--- config.mk ---
export PLATFORM = sky130hd
export DESIGN_NAME = p_hit_dispatch
export DESIGN_NICKNAME = d
export VERILOG_FILES = /design/src/rtl/p_hit_pkg.sv /design/src/rtl/p_hit_dispatch.sv
export SDC_FILE = /design/constraint.sdc
export NUM_CORES = 1
export LEC_CHECK = 0
export ABC_AREA = 0
export BUFFER_PORTS_ARGS = -buffer_cell sky130_fd_sc_hd__buf_2
export CORE_AREA = 2 2 426 428
export CTS_CLUSTER_SIZE = 40
export DETAILED_ROUTE_END_ITERATION = 16
export DIE_AREA = 0 0 428 430
export SLEW_MARGIN = 20
export SYNTH_ARGS = -nofsm -noshare
export SYNTH_HDL_FRONTEND = slang
export SYNTH_SLANG_ARGS = --single-unit
--- constraint.sdc ---
create_clock -name clock -period 1.91 [get_ports clock]
set_input_delay 0.191 -clock clock [delete_from_list [all_inputs] [get_ports clock]]
set_output_delay 0.191 -clock clock [all_outputs]
set_load 0.01 [all_outputs]
--- src/rtl/p_hit_pkg.sv ---
// Shared types and constants for the p_hit input-side logic.
package p_hit_pkg;

  typedef logic signed [31:0] vec3_t [2:0];

  localparam int NUM_LANES = 4;

  // Lane index constants for the p_hit input FIFOs
  localparam int LANE_N0   = 0;  // normal / v0 / origin
  localparam int LANE_N1   = 1;  // normal / dir
  localparam int LANE_DIR2 = 2;  // dir_2
  localparam int LANE_ORG2 = 3;  // origin_2

  typedef logic [NUM_LANES-1:0] lane_mask_t;

  typedef enum logic {
    IDLE = 1'b0,
    SEND = 1'b1
  } dispatch_state_t;

endpackage

--- src/rtl/p_hit_dispatch.sv ---
// Write-side feeder for the p_hit pipeline: pops one job from a show-ahead
// FIFO, holds it, and writes it exactly once into each of the four lanes.
//
//   state | meaning
//   IDLE  | no job held
//   SEND  | job held in registers, at least one lane still pending
module p_hit_dispatch
  import p_hit_pkg::*;
#(
  parameter int CNT_BITS = 16
) (
  input  logic                 clock,
  input  logic                 reset,
  input  vec3_t                in_normal,
  input  vec3_t                in_v0,
  input  vec3_t                in_origin,
  input  vec3_t                in_dir,
  input  logic                 in_empty,
  output logic                 in_rd_en,
  output vec3_t                tri_normal_1,
  output vec3_t                tri_normal_2,
  output vec3_t                v0,
  output vec3_t                origin_1,
  output vec3_t                origin_2,
  output vec3_t                dir_1,
  output vec3_t                dir_2,
  input  logic [NUM_LANES-1:0] out_full,
  output logic [NUM_LANES-1:0] out_wr_en,
  output logic                 busy,
  output logic [CNT_BITS-1:0]  job_count
);

  dispatch_state_t     state_q, state_d;
  lane_mask_t          pending_q, pending_d;
  logic [CNT_BITS-1:0] job_cnt_q, job_cnt_d;

  vec3_t normal_q, v0_q, origin_q, dir_q;

  lane_mask_t lane_wr;
  lane_mask_t remaining;
  logic       done;
  logic       capture;

  // A lane writes when the job is held, the lane is still owed data and it has room
  assign lane_wr   = (state_q == SEND) ? (pending_q & ~out_full) : '0;
  assign remaining = pending_q & ~lane_wr;

  // State register: FSM state, pending mask and dispatched-job counter
  always_ff @(posedge clock or negedge reset) begin
    if (!reset) begin
      state_q   <= IDLE;
      pending_q <= '0;
      job_cnt_q <= '0;
    end else begin
      state_q   <= state_d;
      pending_q <= pending_d;
      job_cnt_q <= job_cnt_d;
    end
  end

  // Next state: completion frees the registers so a waiting job can be taken the same cycle
  always_comb begin
    done      = (state_q == SEND) && (remaining == '0);
    capture   = ((state_q == IDLE) || done) && !in_empty;
    state_d   = state_q;
    pending_d = (state_q == SEND) ? remaining : '0;
    job_cnt_d = job_cnt_q;

    if (done) begin
      job_cnt_d = job_cnt_q + CNT_BITS'(1);
      state_d   = IDLE;
    end
    if (capture) begin
      state_d   = SEND;
      pending_d = '1;
    end
  end

  // Outputs: pop strobe, lane strobes and busy flag
  always_comb begin
    in_rd_en  = capture;
    out_wr_en = lane_wr;
    busy      = (state_q == SEND);
  end

  // Job register bank; only a capture edge changes the held data
  always_ff @(posedge clock or negedge reset) begin
    if (!reset) begin
      normal_q <= '{default: '0};
      v0_q     <= '{default: '0};
      origin_q <= '{default: '0};
      dir_q    <= '{default: '0};
    end else if (capture) begin
      normal_q <= in_normal;
      v0_q     <= in_v0;
      origin_q <= in_origin;
      dir_q    <= in_dir;
    end
  end

  assign tri_normal_1 = normal_q;
  assign tri_normal_2 = normal_q;
  assign v0           = v0_q;
  assign origin_1     = origin_q;
  assign origin_2     = origin_q;
  assign dir_1        = dir_q;
  assign dir_2        = dir_q;
  assign job_count    = job_cnt_q;

endmodule

==> metrics.md <==
| Metric | Value |
|---|---|
| Status | complete, but fails checks |
| Failing checks | setup timing |
| Remaining DRCs | 0 |
| Headroom to the max-slew limit | 55.5% |
| TritonCTS clock tree | yes |
| Critical path capture point type | register |
| Total via count after detailed routing | 15,100 |
| Fraction of registers with async set or reset after synthesis | 100% |
| Layout cell share with drive strength beyond 1 | 59.3% |
| Pin slew with the least headroom to its limit | 668 ps |
| Critical path startpoint category | register |
| Global-route wire length before repair | 142,000 µm |
| Number of sinks handled by clock tree synthesis | 405 |
| Input/output buffers | 1,084 |
| Mean routed wirelength per cell | 22.3 µm |
| Synth Area in Adders | 0.0714% |
| All-Layer GR Usage | 11.3% |
| Final clock skew | 39.2 ps |
| Number of antenna violations at the first check in global routing | 72 |
| Number of instances in the synthesized netlist | 1,191 |
| Filler instances | 19,700 |
| Syn Nets | 1,583 |
| Critical path type | reg2reg |
| Final Critical Period | 2070 ps |
| Number of detailed-routing iterations run before antenna repair | 5 |
| Count of nets after finishing | 2,903 |
| Grt ovf | 0 |
| Worst path arrival time | 2620 ps |
| Post-synth EDFFs | 0 |
| Share of the synthesized netlist area taken by xor and xnor gates | 0.750% |
| Final Setup Violations | 351 |
| Worst skew pair latency | 670 ps |
| Initial Util | 9.74% |
| Static Leakage | 0.0145 µW |
| Via count of the first global-routing pass | 15,400 |
| Sequential cell area | 10,100 µm² |
| Part of the Yosys area used for sequential elements | 57.9% |
| Number of unique standard cell types used by synthesis | 24 |
| Largest net degree at the start of global routing | 53 |
| Number of DRC markers after the initial detailed-route iteration | 624 |
| Count of endpoints failing hold in the final timing report | 0 |
| Pwr per Cell Area | 1440 nW/µm² |
| Utilization after layout | 17.3% |
| Path category of the worst min-delay check | in2async |
| Final Cycle Share | 109% |
| Max Buffers Root-to-Sink | 3 |
| Wire length after detailed routing | 110,000 µm |
| Count of state elements after synthesis | 405 |
| Area of the multi-input gates | 5290 µm² |
| Placed cell count | 4,402 |
| Setup repair after global routing missed its margin | true |
| Y dimension of the die | 430 µm |
| H-tree levels | 2 |
| Highest Clock Rate | 482 MHz |
| Final weighted congestion of routability-driven global placement | 1.02 |
| Core area | 180,000 µm² |
| Worst Setup Slack, final | -163 ps |
| Top-Level Pins | 1,085 |
| Minimum setup slack among reg-to-reg paths | -160 ps |
| WP data required | 2450 ps |
| Most used DFF post-synth | sky130_fd_sc_hd__dfrtp_1 |
| Largest family of logic cells by synthesized area | multiplexers |
| Peak supply drop | 807 µV |
| X dimension of the die | 428 µm |
| Die ar. | 184,000 µm² |
| Clock Pin Slew Worst Setup and Hold Paths | 80 ps |
| Placed wire-length estimate | 89,900 µm |
| Clock Root Buffer | sky130_fd_sc_hd__clkbuf_16 |
| Area growth from synthesis to final layout | 77.7% |
| Fraction of the mapped netlist area in compound gates | 0.371% |
| Count of final max-slew check failures | 0 |
| Post-synthesis share of cell area spent on and, or, nand and nor gates | 1.19% |
| Count of warnings emitted by yosys | 0 |
| # Max-Cap Violations | 0 |
| Number of buffers created by CTS | 51 |
| Largest driver fanout on the critical path | 8 |
| Antenna-violating nets left | 0 |
| Synth Cell Area | 17,500 µm² |
| Mean instance size in the synthesized netlist | 14.7 µm² |
| Non-filler cells, final | 4,930 |
| Fraction of synthesized area in multiplexers | 24.8% |
| Row count | 156 |
| Via count normalized by instance count | 3.06 |
-- cell usage after synthesis (2+ instances only) --
cell / n / area (µm²)
sky130_fd_sc_hd__dfrtp_1: 405 / 10100
sky130_fd_sc_hd__mux2_1: 300 / 3380
sky130_fd_sc_hd__buf_4: 290 / 2180
sky130_fd_sc_hd__mux2_2: 85 / 957
sky130_fd_sc_hd__buf_6: 30 / 338
sky130_fd_sc_hd__nand2_1: 15 / 56.3
sky130_fd_sc_hd__xnor2_1: 11 / 96.3
sky130_fd_sc_hd__buf_2: 8 / 40.0
sky130_fd_sc_hd__nand3_1: 8 / 40.0
sky130_fd_sc_hd__nor2_1: 7 / 26.3
sky130_fd_sc_hd__nand4_1: 6 / 37.5
sky130_fd_sc_hd__a31o_2: 4 / 35.0
sky130_fd_sc_hd__xor2_1: 4 / 35.0
sky130_fd_sc_hd__buf_12: 3 / 60.1
sky130_fd_sc_hd__nor3_1: 3 / 15.0
sky130_fd_sc_hd__a22oi_2: 2 / 25.0
sky130_fd_sc_hd__and2_1: 2 / 12.5
sky130_fd_sc_hd__clkbuf_1: 2 / 7.51
-- layout by cell type, fill, tap and decap left out, types with 6 or more instances in the layout --
cell and instances:
sky130_fd_sc_hd__buf_12 19, sky130_fd_sc_hd__buf_16 11, sky130_fd_sc_hd__buf_2 1082, sky130_fd_sc_hd__buf_4 73, sky130_fd_sc_hd__buf_8 13, sky130_fd_sc_hd__clkbuf_1 10
sky130_fd_sc_hd__clkbuf_16 58, sky130_fd_sc_hd__clkbuf_8 8, sky130_fd_sc_hd__dfrtp_1 405, sky130_fd_sc_hd__diode_2 14, sky130_fd_sc_hd__dlygate4sd3_1 391, sky130_fd_sc_hd__inv_6 7
sky130_fd_sc_hd__mux2_1 169, sky130_fd_sc_hd__mux2_2 77, sky130_fd_sc_hd__mux2_4 139, sky130_fd_sc_hd__nand2_1 14, sky130_fd_sc_hd__nand3_1 8, sky130_fd_sc_hd__nand4_1 6
sky130_fd_sc_hd__nor2_1 7, sky130_fd_sc_hd__xnor2_1 11
-- worst max-delay path, cell delays in order, from the launching register on --
cell and delay, ps:
sky130_fd_sc_hd__dfrtp_1 390, sky130_fd_sc_hd__a22oi_2 220, sky130_fd_sc_hd__nand2_2 110, sky130_fd_sc_hd__a21oi_4 150
sky130_fd_sc_hd__buf_12 130, sky130_fd_sc_hd__buf_12 130, sky130_fd_sc_hd__buf_16 150, sky130_fd_sc_hd__buf_16 170
sky130_fd_sc_hd__clkbuf_16 180, sky130_fd_sc_hd__mux2_4 290
-- flip-flops by register name (all words and copies together) (netlist names) --
name          flops
dir_1            96
origin_1         96
tri_normal_1     96
v0               96
job_count        16
pending_q         4
busy              1
-- power by group --
part | switching, µW | internal, µW
combinational | 10500 | 9060
clock | 4340 | 5830
sequential | 3090 | 12000
total | 17900 | 26800
-- routing by layer --
| layer | share of wire [%] | wire length (µm) | vias to the layer above | GRT usage (%) |
|---|---|---|---|---|
| met1 | 37 | 40900 | 7640 | 12.4 |
| met2 | 49 | 54200 | 799 | 19.5 |
| met3 | 10 | 11400 | 213 | 5.27 |
| li1 | - | - | 6447 | - |
| met5 | 0.025 | 27 | - | 0 |
| met4 | 3.1 | 3460 | 4 | 3.16 |
-- worst paths after layout --
check | to | from | cells after the start
max in group asynchronous | tri_normal_1[82]$_DFFE_PN0P_ | reset | 3
min | dir_1[74]$_DFFE_PN0P_ | reset | 2
min reg2reg | job_count[15]$_DFFE_PN0P_ | job_count[15]$_DFFE_PN0P_ | 1
max | tri_normal_1[12]$_DFFE_PN0P_ | pending_q[0]$_DFF_PN0_ | 9
max reg2reg | tri_normal_1[12]$_DFFE_PN0P_ | pending_q[0]$_DFF_PN0_ | 9
min in group clock | v0[68]$_DFFE_PN0P_ | in_v0[68] | 3
-- through the flow --
stage	power (µW)	hold WS (ps)	instance area, µm²	setup WS (ps)	setup TNS [ps]
6_report	44700	146	31100	-163	-34020
5_1_grt	47200	127	31100	-267	-71190
4_1_cts	44400	79.4	30400	-202	-44140
3_5_place_dp	32000	258	24200	-157	-22050
3_3_place_gp	31900	261	24200	-154	-25020
2_1_floorplan	24300	-105	17500	150	0
-- cell type report --
cell class / count / area share, %
multi-input cells: 452 / 17.0
inverters: 1 / 0.0121
repair buffers: 1600 / 35.3
well taps: 2370 / 9.53
flip-flops and latches: 405 / 32.6
clock inverters: 19 / 0.929
clock buffers: 69 / 4.58
diodes: 14 / 0.113
-- what timing repair did --
action,CTS,global route
cloned,5,8
resized for setup,83,107
endpoints found under the setup margin,305,358
endpoints found under the hold margin,657,0
pin swaps,4,2
buffers inserted,8,14
hold buffers,391,0
-- cells by family (layout without fill, tap and decap cells) --
family	Yosys count	count (layout)
XOR/XNOR	15	15
adder cells (fa/ha/maj)	1	1
AND/OR/NAND/NOR	44	44
multiplexers	385	385
other	0	14
buffers and inverters	334	1689
AO/OA/AOI/OAI	7	7
flip-flops	405	405
(Power assumes the default switching activity.)
